--- src/rtl/ws_chain_if.sv ---
// ws_chain_if - bundle for the LED chain stream monitor path.
//
// Signals:
//   din           serial chain line (asynchronous to the decoder clock)
//   word          last decoded pixel word, MSB = first bit received
//   word_valid    one-cycle pulse when word updates
//   pixel_idx     index of the word in word within the current frame
//   frame_end     one-cycle pulse on latch-gap detection
//   frame_pixels  complete words in the frame that just ended
//   err_glitch    one-cycle pulse, high pulse too short to be a bit
//   err_stuck     one-cycle pulse, line held high too long
//   err_partial   one-cycle pulse, frame closed with a partial word pending
//
// Modports:
//   master  decoder side (samples din, drives the results)
//   slave   line source / consumer side
interface ws_chain_if #(
   parameter int unsigned WORD_W = 24,
   parameter int unsigned IDX_W  = 16
) ();

   logic              din;
   logic [WORD_W-1:0] word;
   logic              word_valid;
   logic [IDX_W-1:0]  pixel_idx;
   logic              frame_end;
   logic [IDX_W-1:0]  frame_pixels;
   logic              err_glitch;
   logic              err_stuck;
   logic              err_partial;

   modport master (
      input  din,
      output word,
      output word_valid,
      output pixel_idx,
      output frame_end,
      output frame_pixels,
      output err_glitch,
      output err_stuck,
      output err_partial
   );

   modport slave (
      output din,
      input  word,
      input  word_valid,
      input  pixel_idx,
      input  frame_end,
      input  frame_pixels,
      input  err_glitch,
      input  err_stuck,
      input  err_partial
   );

endinterface

--- src/rtl/ws_chain_decoder.sv ---
// ws_chain_decoder - receiver for the single-wire pulse-width LED chain stream.
//
// Each bit is one high pulse followed by low time; a high pulse of THRESH cycles
// or more is a 1. Bits are assembled MSB-first into WORD_W-bit pixel words,
// pixels are counted per frame, and a low gap of RESET_LOW cycles closes the
// frame.
//
// Ports:
//   clk    sole clock, rising edge
//   rst    asynchronous, active-high reset
//   chain  ws_chain_if.master: din in; word, word_valid, pixel_idx, frame_end,
//          frame_pixels, err_glitch, err_stuck, err_partial out
//
// All outputs are registered. Pulse widths are measured on the synchronized
// line, which is din delayed by two clk cycles, so widths on din are preserved.
module ws_chain_decoder #(
   parameter int unsigned WORD_W    = 24,
   parameter int unsigned THRESH    = 7,
   parameter int unsigned MIN_HIGH  = 2,
   parameter int unsigned MAX_HIGH  = 13,
   parameter int unsigned RESET_LOW = 64,
   parameter int unsigned IDX_W     = 16
) (
   input logic        clk,
   input logic        rst,
   ws_chain_if.master chain
);

   localparam int unsigned HCNT_W = $clog2(MAX_HIGH + 1);
   localparam int unsigned LCNT_W = $clog2(RESET_LOW + 1);
   localparam int unsigned BCNT_W = $clog2(WORD_W + 1);

   localparam logic [HCNT_W-1:0] HCNT_ONE   = HCNT_W'(1);
   localparam logic [HCNT_W-1:0] HCNT_STUCK = HCNT_W'(MAX_HIGH - 1);
   localparam logic [HCNT_W-1:0] HCNT_MAX   = HCNT_W'(MAX_HIGH);
   localparam logic [HCNT_W-1:0] HCNT_MIN   = HCNT_W'(MIN_HIGH);
   localparam logic [HCNT_W-1:0] HCNT_THR   = HCNT_W'(THRESH);
   localparam logic [LCNT_W-1:0] LCNT_ONE   = LCNT_W'(1);
   localparam logic [LCNT_W-1:0] LCNT_GAP   = LCNT_W'(RESET_LOW - 1);
   localparam logic [BCNT_W-1:0] BCNT_ONE   = BCNT_W'(1);
   localparam logic [BCNT_W-1:0] BCNT_FULL  = BCNT_W'(WORD_W);
   localparam logic [IDX_W-1:0]  PCNT_ONE   = IDX_W'(1);

   typedef enum logic [1:0] {
      StIdle,
      StHigh,
      StLow,
      StStuck
   } state_e;

   // Two-flop synchronizer; line_q is the line every width is measured on.
   logic sync1_q;
   logic line_q;

   state_e              state_q, state_d;
   logic [HCNT_W-1:0]   hcnt_q, hcnt_d;
   logic [LCNT_W-1:0]   lcnt_q, lcnt_d;
   logic [WORD_W-1:0]   shift_q, shift_d;
   logic [BCNT_W-1:0]   bcnt_q, bcnt_d;
   logic [IDX_W-1:0]    pcnt_q, pcnt_d;

   logic [WORD_W-1:0]   word_q, word_d;
   logic                word_valid_q, word_valid_d;
   logic [IDX_W-1:0]    pixel_idx_q, pixel_idx_d;
   logic                frame_end_q, frame_end_d;
   logic [IDX_W-1:0]    frame_pixels_q, frame_pixels_d;
   logic                err_glitch_q, err_glitch_d;
   logic                err_stuck_q, err_stuck_d;
   logic                err_partial_q, err_partial_d;

   logic                close_frame;

   always_ff @(posedge clk or posedge rst) begin
      if (rst) begin
         sync1_q        <= 1'b0;
         line_q         <= 1'b0;
         state_q        <= StIdle;
         hcnt_q         <= '0;
         lcnt_q         <= '0;
         shift_q        <= '0;
         bcnt_q         <= '0;
         pcnt_q         <= '0;
         word_q         <= '0;
         word_valid_q   <= 1'b0;
         pixel_idx_q    <= '0;
         frame_end_q    <= 1'b0;
         frame_pixels_q <= '0;
         err_glitch_q   <= 1'b0;
         err_stuck_q    <= 1'b0;
         err_partial_q  <= 1'b0;
      end else begin
         sync1_q        <= chain.din;
         line_q         <= sync1_q;
         state_q        <= state_d;
         hcnt_q         <= hcnt_d;
         lcnt_q         <= lcnt_d;
         shift_q        <= shift_d;
         bcnt_q         <= bcnt_d;
         pcnt_q         <= pcnt_d;
         word_q         <= word_d;
         word_valid_q   <= word_valid_d;
         pixel_idx_q    <= pixel_idx_d;
         frame_end_q    <= frame_end_d;
         frame_pixels_q <= frame_pixels_d;
         err_glitch_q   <= err_glitch_d;
         err_stuck_q    <= err_stuck_d;
         err_partial_q  <= err_partial_d;
      end
   end

   always_comb begin
      state_d        = state_q;
      hcnt_d         = hcnt_q;
      lcnt_d         = lcnt_q;
      shift_d        = shift_q;
      bcnt_d         = bcnt_q;
      pcnt_d         = pcnt_q;
      word_d         = word_q;
      word_valid_d   = 1'b0;
      pixel_idx_d    = pixel_idx_q;
      frame_end_d    = 1'b0;
      frame_pixels_d = frame_pixels_q;
      err_glitch_d   = 1'b0;
      err_stuck_d    = 1'b0;
      err_partial_d  = 1'b0;
      close_frame    = 1'b0;

      // A full word is published one update after its last bit lands. The FSM
      // is then in LOW or just re-entered HIGH, so no bit decode, stuck or
      // frame close can collide with this update.
      if (bcnt_q == BCNT_FULL) begin
         word_d       = shift_q;
         word_valid_d = 1'b1;
         pixel_idx_d  = pcnt_q;
         bcnt_d       = '0;
         if (pcnt_q != '1) begin
            pcnt_d = pcnt_q + PCNT_ONE;
         end
      end

      unique case (state_q)
         StIdle: begin
            if (line_q) begin
               state_d = StHigh;
               hcnt_d  = HCNT_ONE;
            end
         end

         StHigh: begin
            if (line_q) begin
               if (hcnt_q >= HCNT_STUCK) begin
                  // Width has just reached MAX_HIGH: drop the partial word but
                  // keep the pixel count, then wait for a full latch gap.
                  err_stuck_d = 1'b1;
                  hcnt_d      = HCNT_MAX;
                  lcnt_d      = '0;
                  shift_d     = '0;
                  bcnt_d      = '0;
                  state_d     = StStuck;
               end else begin
                  hcnt_d = hcnt_q + HCNT_ONE;
               end
            end else begin
               state_d = StLow;
               lcnt_d  = LCNT_ONE;
               if (hcnt_q < HCNT_MIN) begin
                  err_glitch_d = 1'b1;
               end else begin
                  shift_d = {shift_q[WORD_W-2:0], (hcnt_q >= HCNT_THR)};
                  bcnt_d  = bcnt_q + BCNT_ONE;
               end
            end
         end

         StLow: begin
            if (line_q) begin
               state_d = StHigh;
               hcnt_d  = HCNT_ONE;
            end else if (lcnt_q >= LCNT_GAP) begin
               close_frame = 1'b1;
            end else begin
               lcnt_d = lcnt_q + LCNT_ONE;
            end
         end

         StStuck: begin
            // Any high before the gap completes restarts the gap count.
            if (line_q) begin
               lcnt_d = '0;
            end else if (lcnt_q >= LCNT_GAP) begin
               close_frame = 1'b1;
            end else begin
               lcnt_d = lcnt_q + LCNT_ONE;
            end
         end
      endcase

      if (close_frame) begin
         frame_end_d    = 1'b1;
         frame_pixels_d = pcnt_q;
         // After a stuck-high the partial word was already reported and dropped.
         err_partial_d  = (state_q == StLow) && (bcnt_q != '0);
         bcnt_d         = '0;
         shift_d        = '0;
         pcnt_d         = '0;
         hcnt_d         = '0;
         lcnt_d         = '0;
         state_d        = StIdle;
      end
   end

   assign chain.word         = word_q;
   assign chain.word_valid   = word_valid_q;
   assign chain.pixel_idx    = pixel_idx_q;
   assign chain.frame_end    = frame_end_q;
   assign chain.frame_pixels = frame_pixels_q;
   assign chain.err_glitch   = err_glitch_q;
   assign chain.err_stuck    = err_stuck_q;
   assign chain.err_partial  = err_partial_q;

endmodule

--- src/flat_wrapper.sv ---
// flat-port wrapper written by rule: the top's interface ports become plain ports
module ws_chain_decoder_flat 
#(
   parameter int unsigned WORD_W    = 24,
   parameter int unsigned THRESH    = 7,
   parameter int unsigned MIN_HIGH  = 2,
   parameter int unsigned MAX_HIGH  = 13,
   parameter int unsigned RESET_LOW = 64,
   parameter int unsigned IDX_W     = 16
)
  (clk, rst, chain_din, chain_word, chain_word_valid, chain_pixel_idx, chain_frame_end, chain_frame_pixels, chain_err_glitch, chain_err_stuck, chain_err_partial);
  ws_chain_if #(.WORD_W(WORD_W), .IDX_W(IDX_W)) chain_i ();
  input logic clk;
  input logic rst;
  input wire logic [$bits(chain_i.din)-1:0] chain_din;
  output wire logic [$bits(chain_i.word)-1:0] chain_word;
  output wire logic [$bits(chain_i.word_valid)-1:0] chain_word_valid;
  output wire logic [$bits(chain_i.pixel_idx)-1:0] chain_pixel_idx;
  output wire logic [$bits(chain_i.frame_end)-1:0] chain_frame_end;
  output wire logic [$bits(chain_i.frame_pixels)-1:0] chain_frame_pixels;
  output wire logic [$bits(chain_i.err_glitch)-1:0] chain_err_glitch;
  output wire logic [$bits(chain_i.err_stuck)-1:0] chain_err_stuck;
  output wire logic [$bits(chain_i.err_partial)-1:0] chain_err_partial;
  assign chain_i.din = chain_din;
  assign chain_word = chain_i.word;
  assign chain_word_valid = chain_i.word_valid;
  assign chain_pixel_idx = chain_i.pixel_idx;
  assign chain_frame_end = chain_i.frame_end;
  assign chain_frame_pixels = chain_i.frame_pixels;
  assign chain_err_glitch = chain_i.err_glitch;
  assign chain_err_stuck = chain_i.err_stuck;
  assign chain_err_partial = chain_i.err_partial;
  ws_chain_decoder #(.WORD_W(WORD_W), .THRESH(THRESH), .MIN_HIGH(MIN_HIGH), .MAX_HIGH(MAX_HIGH), .RESET_LOW(RESET_LOW), .IDX_W(IDX_W)) u_core (.clk(clk), .rst(rst), .chain(chain_i));
endmodule
--- config.mk ---
export PLATFORM = sky130hd
export DESIGN_NAME = ws_chain_decoder_flat
export DESIGN_NICKNAME = d
export VERILOG_FILES = /design/src/rtl/ws_chain_if.sv /design/src/rtl/ws_chain_decoder.sv /design/src/flat_wrapper.sv
export SDC_FILE = /design/constraint.sdc
export NUM_CORES = 1
export LEC_CHECK = 0
export BUFFER_PORTS_ARGS = -buffer_cell sky130_fd_sc_hd__buf_2
export CAP_MARGIN = 15
export CORE_MARGIN = 2
export CORE_UTILIZATION = 60
export DETAILED_ROUTE_END_ITERATION = 8
export PLACE_DENSITY = 0.82
export SYNTH_ARGS = -nofsm -noshare
export SYNTH_HDL_FRONTEND = slang
export SYNTH_SLANG_ARGS = --single-unit
--- constraint.sdc ---
create_clock -name clk -period 7.9 [get_ports clk]
set_input_delay 1.58 -clock clk [delete_from_list [all_inputs] [get_ports clk]]
set_output_delay 1.58 -clock clk [all_outputs]
set_load 0.05 [all_outputs]
==> results.py, run 1 <==
metrics = {
    "status": {
        "status": "finished, final reports clean",
    },
    "pwr": {
        "switching_share": 0.2487,
        "power_frac_comb": 0.108,
        "p_leak_uw": 0.003281,
        "p_total_uw": 1676,
        "p_int_uw": 1259,
        "pwr-share-seq": 0.418,
        "netSwitchingPower_uw": 416.8,
        "powerDensity_nw_per_um2": 269.1,
        "power_frac_clock": 0.474,
        "vdd_drop_max_mv": 0.1814,
    },
    "clock_network": {
        "cts_buffers": 17,
        "cts_tree": "built",
        "postCtsSetupRepairBufs": 0,
        "root_buffer": "clkbuf_8",
        "h-tree-depth": 4,
        "cts_resized": 0,
        "clock_latency_ns": 0.50,
        "clock_sinks": 121,
        "cts_hold_buffers": 0,
        "cts_buffer_depth": 2,
        "clk_pin_slew_ns": 0.06,
    },
    "logic_synthesis": {
        "synthCells": 576,
        "yosysMostFrequentCell": "nand2_1",
        "netlist_top_cells_area": "dfrtp_1 57%, nand2_1 15%, a21oi_1 4.5%",
        "yosys.area.top_type": "dfrtp_1",
        "netlist.area_leader.share": 0.5740,
        "synthTopCellsByCount": "204 x nand2_1, 121 x dfrtp_1, 47 x a21oi_1, 38 x nand3_1, 14 x nor2_1",
        "ys_warn_count": 0,
        "yosysUniqueCellTypes": 54,
        "ys_seq_area_frac": 0.5740,
        "netlist_area_um2": 5275,
        "ys_seq_elements": 121,
        "yosys_most_used_dff": "dfrtp_1",
        "syn_nets": 584,
        "async_reset_ff_frac": 1.000,
        "syn_avg_cell_area_um2": 9.158,
        "synth-edff-count": 0,
    },
    "timing": {
        "finalSetupViolations": 0,
        "slew_headroom": 0.2697,
        "finalHoldViolations": 0,
        "rsz0062_at_grt": "false",
        "fmax_ghz": 0.3239,
        "period_needed_ns": 3.087,
        "fin_crit_sh": 0.3908,
        "slew_viol_final": 0,
        "fin_skew_ns": 0.006750,
        "tns_ns": 0,
        "tightest_slew_ns": 1.095,
    },
    "cells_and_area": {
        "final_nets": 636,
        "final_area_um2": 6228,
        "post-route-util": 0.7212,
        "diodes": 0,
        "layout-drive-gt1-share": 0.1674,
        "syn_to_final_growth_pct": 18.07,
        "stdcell_count": 747,
    },
    "floorplanning": {
        "start_util": 0.6108,
        "die_w_um": 97.77,
        "rows": 34,
        "boundaryPins": 64,
        "dieArea_um2": 9558,
        "coreArea_um2": 8636,
        "die_y_um": 97.77,
    },
    "global_routing": {
        "gr-total-overflow": 0,
        "grt_usage": 0.2524,
        "grt_pass1_vias": 4167,
        "grt_pass1_wl_um": 19800,
        "antenna_found_initial": 0,
        "grt_max_degree": 66,
    },
    "worst_hold_path": {
        "worstHoldPathType": "flip-flop to flip-flop",
    },
    "route": {
        "dr.pass1.iters": 5,
        "wl_per_cell_um": 15.36,
        "wl_um": 11470,
        "ant_nets": 0,
        "drt_iter0_markers": 362,
        "vias": 4361,
        "via_per_inst": 5.838,
        "drc_errors": 0,
    },
    "placed_design": {
        "io_buffers": 63,
        "dpl_cell_area_um2": 5613,
        "dp.cells": 717,
        "place_congestion": 0.8525,
        "hpwl_um": 6845,
    },
    "critical_path": {
        "crit_required_ns": 8.34,
        "crit_fanout": 64,
        "cp-start-kind": "flip-flop",
        "end_kind": "flip-flop",
        "worstSetupPathType": "flip-flop to flip-flop",
        "worst_ep_arrival_time_ns": 3.53,
    },
    "flow_run": {
        "maxCapViolations": 0,
    },
}
==> layout by cell type (no fill, tap or decap), types with 3 or more instances in the layout <==
cell type	Yosys	routed
nand3_1	38	38
nor2b_1	3	3
nand4_1	7	7
and4_1	4	4
a211o_1	3	3
a21oi_1	47	47
o31ai_1	6	6
bufinv_16	0	4
inv_1	5	4
nor2_1	14	14
dfrtp_1	121	121
buf_4	0	5
ha_1	5	5
a21boi_0	3	3
clkinv_2	0	3
and2_1	3	3
buf_2	9	63
nand2b_1	3	3
clkbuf_8	0	5
and3_1	5	5
or4_1	4	4
nand2_1	204	204
clkbuf_16	0	16
o21ai_0	12	12
nor3_1	10	10
or3_1	9	9
==> logic make-up (layout without fill, tap and decap cells) <==
group,after synthesis,in the layout,share of synthesized area
compound gates,91,91,0.1074
xor+xnor,2,2,0.003321
fa+ha+maj,5,5,0.01186
buf+inv,41,104,0.03321
flops,121,121,0.5740
mux,1,1,0.001898
simple gates,315,315,0.2683
==> state kept, by name (all words and copies together) (netlist names), 2 cells and up <==
name,cells
u_core.bcnt_q,5
u_core.state_q,2
u_core.hcnt_q,4
u_core.pcnt_q,16
u_core.shift_q,24
u_core.lcnt_q,7
u_core.chain.word,24
u_core.chain.frame_pixels,16
u_core.chain.pixel_idx,16
==> worst paths after layout <==
check                                        startpoint                                    end  slack (ns)  cells after the start
setup / recovery           u_core.lcnt_q[0]$_DFFE_PP0P_           u_core.pcnt_q[9]$_DFFE_PP0P_        4.81                      6
hold / removal                 u_core.sync1_q$_DFF_PP0_                u_core.line_q$_DFF_PP0_        0.36                      0
setup reg to reg           u_core.lcnt_q[0]$_DFFE_PP0P_           u_core.pcnt_q[9]$_DFFE_PP0P_        4.81                      6
hold reg to reg                u_core.sync1_q$_DFF_PP0_                u_core.line_q$_DFF_PP0_        0.36                      0
max in group asynchronous                           rst  u_core.chain.pixel_idx[2]$_DFFE_PP0P_        5.43                      3
min in group asynchronous                           rst  u_core.chain.pixel_idx[1]$_DFFE_PP0P_        1.18                      2
==> metrics by stage <==
stage                     setup WS (ns)  hold slack (ns)
after detailed placement          4.798           0.3479
after global routing              4.575           0.3634
after CTS                         4.769           0.3606
after global placement            4.858           0.3405
final                             4.813           0.3562
after floorplan                   3.106           0.3312
==> power by group through the flow <==
stage / clock, uW / combinational (uW) / sequential, uW
after floorplan: 0 / 151 / 695
after global placement: 0 / 167 / 706
after detailed placement: 0 / 176 / 709
after CTS: 803 / 182 / 700
after global routing: 829 / 203 / 708
final: 794 / 180 / 701
==> cell type report <==
class	count	area, um2
Tap cell	108	135.1
Clock inverter	8	142.6
Inverter	6	25.02
Multi-Input combinational cell	414	2072
Clock buffer	22	473.0
Timing Repair Buffer	68	352.8
Fill cell	628	2407
Sequential cell	121	3028
==> metal layers <==
metal	track usage	share of wire	wire length (um)	vias to the layer above
li1	-	-	-	2077
met1	0.3379	0.43	4893	2141
met2	0.4239	0.52	5910	126
met3	0.05440	0.046	532	17
met4	0.06838	0.012	136	0
met5	0	0	0	-
==> critical path, cell delays in order (launching register included) <==
cell and delay (ns):
dfrtp_1 0.42, ha_1 0.27, a211o_1 0.24, nand3_1 0.66, inv_2 0.68, or4_1 0.67
nand2_1 0.07
(Power assumes the default switching activity.)
==> run 2: changes to the inputs <==
--- a/config.mk
+++ b/config.mk
@@ -8,9 +8,9 @@
 export BUFFER_PORTS_ARGS = -buffer_cell sky130_fd_sc_hd__buf_2
 export CAP_MARGIN = 15
 export CORE_MARGIN = 2
-export CORE_UTILIZATION = 60
+export CORE_UTILIZATION = 52
 export DETAILED_ROUTE_END_ITERATION = 8
-export PLACE_DENSITY = 0.82
+export PLACE_DENSITY = 0.75
 export SYNTH_ARGS = -nofsm -noshare
 export SYNTH_HDL_FRONTEND = slang
 export SYNTH_SLANG_ARGS = --single-unit
==> constraint.sdc (replaced) <==
create_clock -name clk -period 2.65 [get_ports clk]
set_input_delay 0.53 -clock clk [delete_from_list [all_inputs] [get_ports clk]]
set_output_delay 0.53 -clock clk [all_outputs]
set_load 0.05 [all_outputs]
==> results.py, run 2 (synthesis gave the netlist of run 1 again) <==
metrics = {
    "status": {
        "status": "finished, final reports clean",
    },
    "pwr": {
        "powerDensity_nw_per_um2": 779.6,
        "vdd_drop_max_mv": 0.3480,
        "p_leak_uw": 0.003290,
    },
    "floorplanning": {
        "die_y_um": 104.7,
        "boundaryPins": 64,
        "die_w_um": 104.7,
        "rows": 36,
        "start_util": 0.5372,
        "dieArea_um2": 10970,
        "coreArea_um2": 9819,
    },
    "clock_network": {
        "cts_resized": 0,
        "cts_tree": "built",
        "cts_buffers": 17,
        "h-tree-depth": 4,
        "root_buffer": "clkbuf_8",
        "clock_latency_ns": 0.52,
        "postCtsSetupRepairBufs": 0,
        "clk_pin_slew_ns": 0.06,
        "cts_hold_buffers": 0,
        "cts_buffer_depth": 2,
        "clock_sinks": 121,
    },
    "route": {
        "vias": 4338,
        "drt_iter0_markers": 364,
        "dr.pass1.iters": 5,
        "wl_um": 11380,
        "ant_nets": 0,
        "drc_errors": 0,
        "wl_per_cell_um": 14.61,
        "via_per_inst": 5.569,
    },
    "critical_path": {
        "end_kind": "flip-flop",
        "cp-start-kind": "flip-flop",
        "worst_ep_arrival_time_ns": 2.79,
        "slowest_stage": "or4_1",
        "critical_path.most_common_cell": "inv_1",
        "critPathMaxStageDelay_ns": 0.52,
        "crit_required_ns": 3.09,
        "worstSetupPathType": "flip-flop to flip-flop",
        "crit_chain": "inv_1, ha_1, nand4b_2, inv_1, nand2_1, or4_1, a21oi_1",
        "crit_fanout": 14,
    },
    "placed_design": {
        "hpwl_um": 6739,
        "io_buffers": 63,
        "place_congestion": 0.7617,
    },
    "timing": {
        "tns_ns": 0,
        "finalSetupViolations": 0,
        "fin_skew_ns": 0.007967,
        "tightest_slew_ns": 0.6348,
        "rsz0062_at_grt": "false",
        "period_needed_ns": 2.348,
        "finalHoldViolations": 0,
        "fin_crit_sh": 0.8862,
        "fin_hold_ws_ns": 0.1196,
        "fmax_ghz": 0.4258,
        "slew_viol_final": 0,
        "slew_headroom": 0.5760,
    },
    "worst_hold_path": {
        "worstHoldPathType": "input port to flip-flop",
    },
    "global_routing": {
        "grt_pass1_wl_um": 19850,
        "grt_max_degree": 122,
        "antenna_found_initial": 0,
        "gr-total-overflow": 0,
        "grt_usage": 0.2237,
        "grt_pass1_vias": 4245,
    },
    "cells_and_area": {
        "layout_commonest_cell": "nand2_1",
        "diodes": 0,
        "syn_to_final_growth_pct": 19.12,
        "final_nets": 641,
        "most-common-layout-cells": "204 x nand2_1, 121 x dfrtp_1, 63 x buf_2, 47 x a21oi_1, 38 x nand3_1",
        "layout-drive-gt1-share": 0.1718,
    },
    "flow_run": {
        "maxCapViolations": 0,
    },
}
-- run 2: cell count changes in the layout (fill, tap and decap cells not counted), sizes merged --
cell | previous run | this run
buf | 68 | 73
bufinv | 4 | 3
clkinv | 3 | 4
inv | 6 | 5
clkinvlp | 1 | 2
clkbuf | 22 | 24
-- run 2: metal layers --
metal | GRT usage | wire [um]
met2 | 0.3622 | 5732
met1 | 0.2887 | 4940
met4 | 0.07905 | 165
met5 | 0 | 0
met3 | 0.06363 | 541
-- run 2: worst paths after layout --
path	startpoint	depth (start not counted)	slack [ns]	to
setup / recovery	u_core.bcnt_q[0]$_DFF_PP0_	7	0.30	u_core.pcnt_q[7]$_DFFE_PP0P_
hold / removal	chain_din	1	0.12	u_core.sync1_q$_DFF_PP0_
setup reg to reg	u_core.bcnt_q[0]$_DFF_PP0_	7	0.30	u_core.pcnt_q[7]$_DFFE_PP0P_
hold reg to reg	u_core.sync1_q$_DFF_PP0_	0	0.35	u_core.line_q$_DFF_PP0_
max in group asynchronous	rst	3	2.01	u_core.lcnt_q[0]$_DFFE_PP0P_
min in group asynchronous	rst	3	0.21	u_core.chain.word[11]$_DFFE_PP0P_
-- run 2: critical path, delay by kind of cell (launching register included) --
| family | cells | cell delay [ns] |
|---|---|---|
| compound gates | 1 | 0.14 |
| simple gates | 3 | 1.05 |
| flops | 1 | 0.42 |
| buf+inv | 2 | 0.44 |
| fa+ha+maj | 1 | 0.22 |
-- run 2: through the flow --
step	util	total power, uW	instances	setup WS (ns)	area, um2
global route	0.6399	5109	779	0.1080	6284
floorplan	-	2520	576	0.6367	5279
detailed placement	0.5800	2646	747	0.3645	5695
CTS	0.6399	4927	779	0.3427	6284
finish	0.6399	4899	779	0.3017	6284
global placement	0.5800	2619	747	0.4764	5695
-- run 2: final cells by class --
type                    count  area [um2]
repair buffers             73       402.9
flip-flops and latches    121        3028
clock buffers              24       470.5
inverters                   6       26.28
well taps                 133       166.4
clock inverters             8       117.6
multi-input cells         414        2072
fillers                   812        3536
-- run 2: report_power, final --
part	internal, uW	switching (uW)
clock	1500	764
sequential	1950	145
combinational	201	341
total	3650	1250
==> run 3: changes to the inputs <==
--- a/config.mk
+++ b/config.mk
@@ -11,6 +11,7 @@
 export CORE_UTILIZATION = 52
 export DETAILED_ROUTE_END_ITERATION = 8
 export PLACE_DENSITY = 0.75
+export RECOVER_POWER = 100
 export SYNTH_ARGS = -nofsm -noshare
 export SYNTH_HDL_FRONTEND = slang
 export SYNTH_SLANG_ARGS = --single-unit
==> results.py, run 3 (synthesis gave the netlist of run 1 again) <==
metrics = {
    "global_routing": {
        "grt-busiest-layer": "met2",
        "met1_usage": 0.2887,
        "grt_use_met2": 0.3622,
        "grt_pass1_vias": 4245,
        "use_met3": 0.06363,
        "gr-total-overflow": 0,
        "grt_pass1_wl_um": 19850,
        "grt_usage": 0.2237,
        "antenna_found_initial": 0,
        "grt_max_degree": 122,
    },
    "worst_hold_path": {
        "min-delay-start": "chain_din",
        "worstHoldPathType": "input port to flip-flop",
    },
    "critical_path": {
        "crit_buf_inv": 2,
        "cp_top_family": "buffers and inverters",
        "reg2reg_from": "u_core.lcnt_q[0]$_DFFE_PP0P_",
        "cp-startpoint": "u_core.lcnt_q[0]$_DFFE_PP0P_",
        "worstSetupPathType": "flip-flop to flip-flop",
        "crit_required_ns": 3.00,
        "cp-start-kind": "flip-flop",
        "crit_chain": "ha_1, a211o_1, nand3_1, inv_2, clkbuf_2, nor3_1",
        "critPathMaxStageDelay_ns": 0.82,
        "slowest_stage": "clkbuf_2",
        "crit_fanout": 47,
        "worst_ep_arrival_time_ns": 2.72,
        "end_kind": "flip-flop",
    },
    "floorplanning": {
        "die_w_um": 104.7,
        "die_y_um": 104.7,
        "boundaryPins": 64,
        "dieArea_um2": 10970,
        "coreArea_um2": 9819,
        "start_util": 0.5372,
        "rows": 36,
    },
    "route": {
        "vias": 4342,
        "wl_per_cell_um": 14.71,
        "drt_iter0_markers": 338,
        "dr.pass1.iters": 5,
        "via_per_inst": 5.574,
        "wl_um": 11460,
        "ant_nets": 0,
        "drc_errors": 0,
    },
    "clock_network": {
        "cts_hold_buffers": 0,
        "cts_tree": "built",
        "clock_sinks": 121,
        "cts_buffers": 17,
        "root_buffer": "clkbuf_8",
        "h-tree-depth": 4,
        "cts_buffer_depth": 2,
        "clk_pin_slew_ns": 0.06,
        "postCtsSetupRepairBufs": 0,
        "clock_latency_ns": 0.51,
        "cts_resized": 0,
    },
    "timing": {
        "slew_viol_final": 122,
        "tightest_slew_ns": 1.597,
        "finalSetupViolations": 0,
        "slew_headroom": -0.06453,
        "fmax_ghz": 0.4224,
        "fin_hold_ws_ns": 0.1248,
        "finalHoldViolations": 0,
        "fin_skew_ns": 0.008676,
        "fin_crit_sh": 0.8934,
        "setup_ws_ns": 0.2826,
        "tns_ns": 0,
        "period_needed_ns": 2.367,
        "rsz0062_at_grt": "false",
    },
    "pwr": {
        "vdd_drop_max_mv": 0.3438,
        "powerDensity_nw_per_um2": 790.5,
        "p_leak_uw": 0.003007,
    },
    "status": {
        "status": "finished with violations",
        "violations": "max-capacitance violations, max-slew violations",
    },
    "cells_and_area": {
        "most-common-layout-cells": "204 x nand2_1, 121 x dfrtp_1, 67 x clkbuf_1, 47 x a21oi_1, 38 x nand3_1",
        "fill_cells": 844,
        "final_nets": 641,
        "stdcell_count": 779,
        "diodes": 0,
        "layout-drive-gt1-share": 0.07430,
        "syn_to_final_growth_pct": 17.20,
        "layout_commonest_cell": "nand2_1",
        "post-route-util": 0.6296,
    },
    "flow_run": {
        "maxCapViolations": 1,
    },
    "placed_design": {
        "dpl_worst_slack_ns": 0.3645,
        "place_congestion": 0.7617,
        "io_buffers": 63,
        "dp.cells": 747,
        "hpwl_um": 6739,
    },
}
[run 3: cell types whose count changed in the layout (fill, tap and decap cells not counted), sizes merged]
cell / delta
clkbuf: +66
buf: -66
[run 3: through the flow]
| step | area (um2) | power [uW] |
|---|---|---|
| 4_1_cts | 6284 | 4927 |
| 3_5_place_dp | 5695 | 2646 |
| 5_1_grt | 6182 | 5104 |
| 6_report | 6182 | 4887 |
| 2_1_floorplan | 5279 | 2520 |
| 3_3_place_gp | 5695 | 2619 |
[run 3: path summary, 6_finish.rpt]
check | to | slack [ns] | cells after the start
min reg2reg | u_core.line_q$_DFF_PP0_ | 0.35 | 0
max reg2reg | u_core.hcnt_q[3]$_DFFE_PP0P_ | 0.28 | 6
max in group asynchronous | u_core.bcnt_q[4]$_DFF_PP0_ | 1.06 | 3
min in group asynchronous | u_core.chain.word[11]$_DFFE_PP0P_ | 0.60 | 3
min | u_core.sync1_q$_DFF_PP0_ | 0.12 | 1
max | u_core.hcnt_q[3]$_DFFE_PP0P_ | 0.28 | 6
[run 3: area by class of cell]
type,count,area [um2],area share
clock buffer,24,470.5,0.07610
clock inverter,8,117.6,0.01902
inverter,6,23.77,0.003845
multi-input combinational,414,2072,0.3352
sequential,121,3028,0.4898
tap,133,166.4,0.02692
timing repair buffer,73,304.0,0.04918
[run 3: routing by layer]
| metal | share of wire | up-vias |
|---|---|---|
| met1 | 0.43 | 2100 |
| met4 | 0.014 | 0 |
| met2 | 0.50 | 133 |
| met3 | 0.050 | 18 |
| met5 | 0 | - |
| li1 | - | 2091 |
[run 3: power breakdown]
| part | total [uW] | internal, uW | switching, uW |
|---|---|---|---|
| sequential | 2090 | 1950 | 144 |
| clock | 2260 | 1500 | 760 |
| combinational | 536 | 197 | 339 |
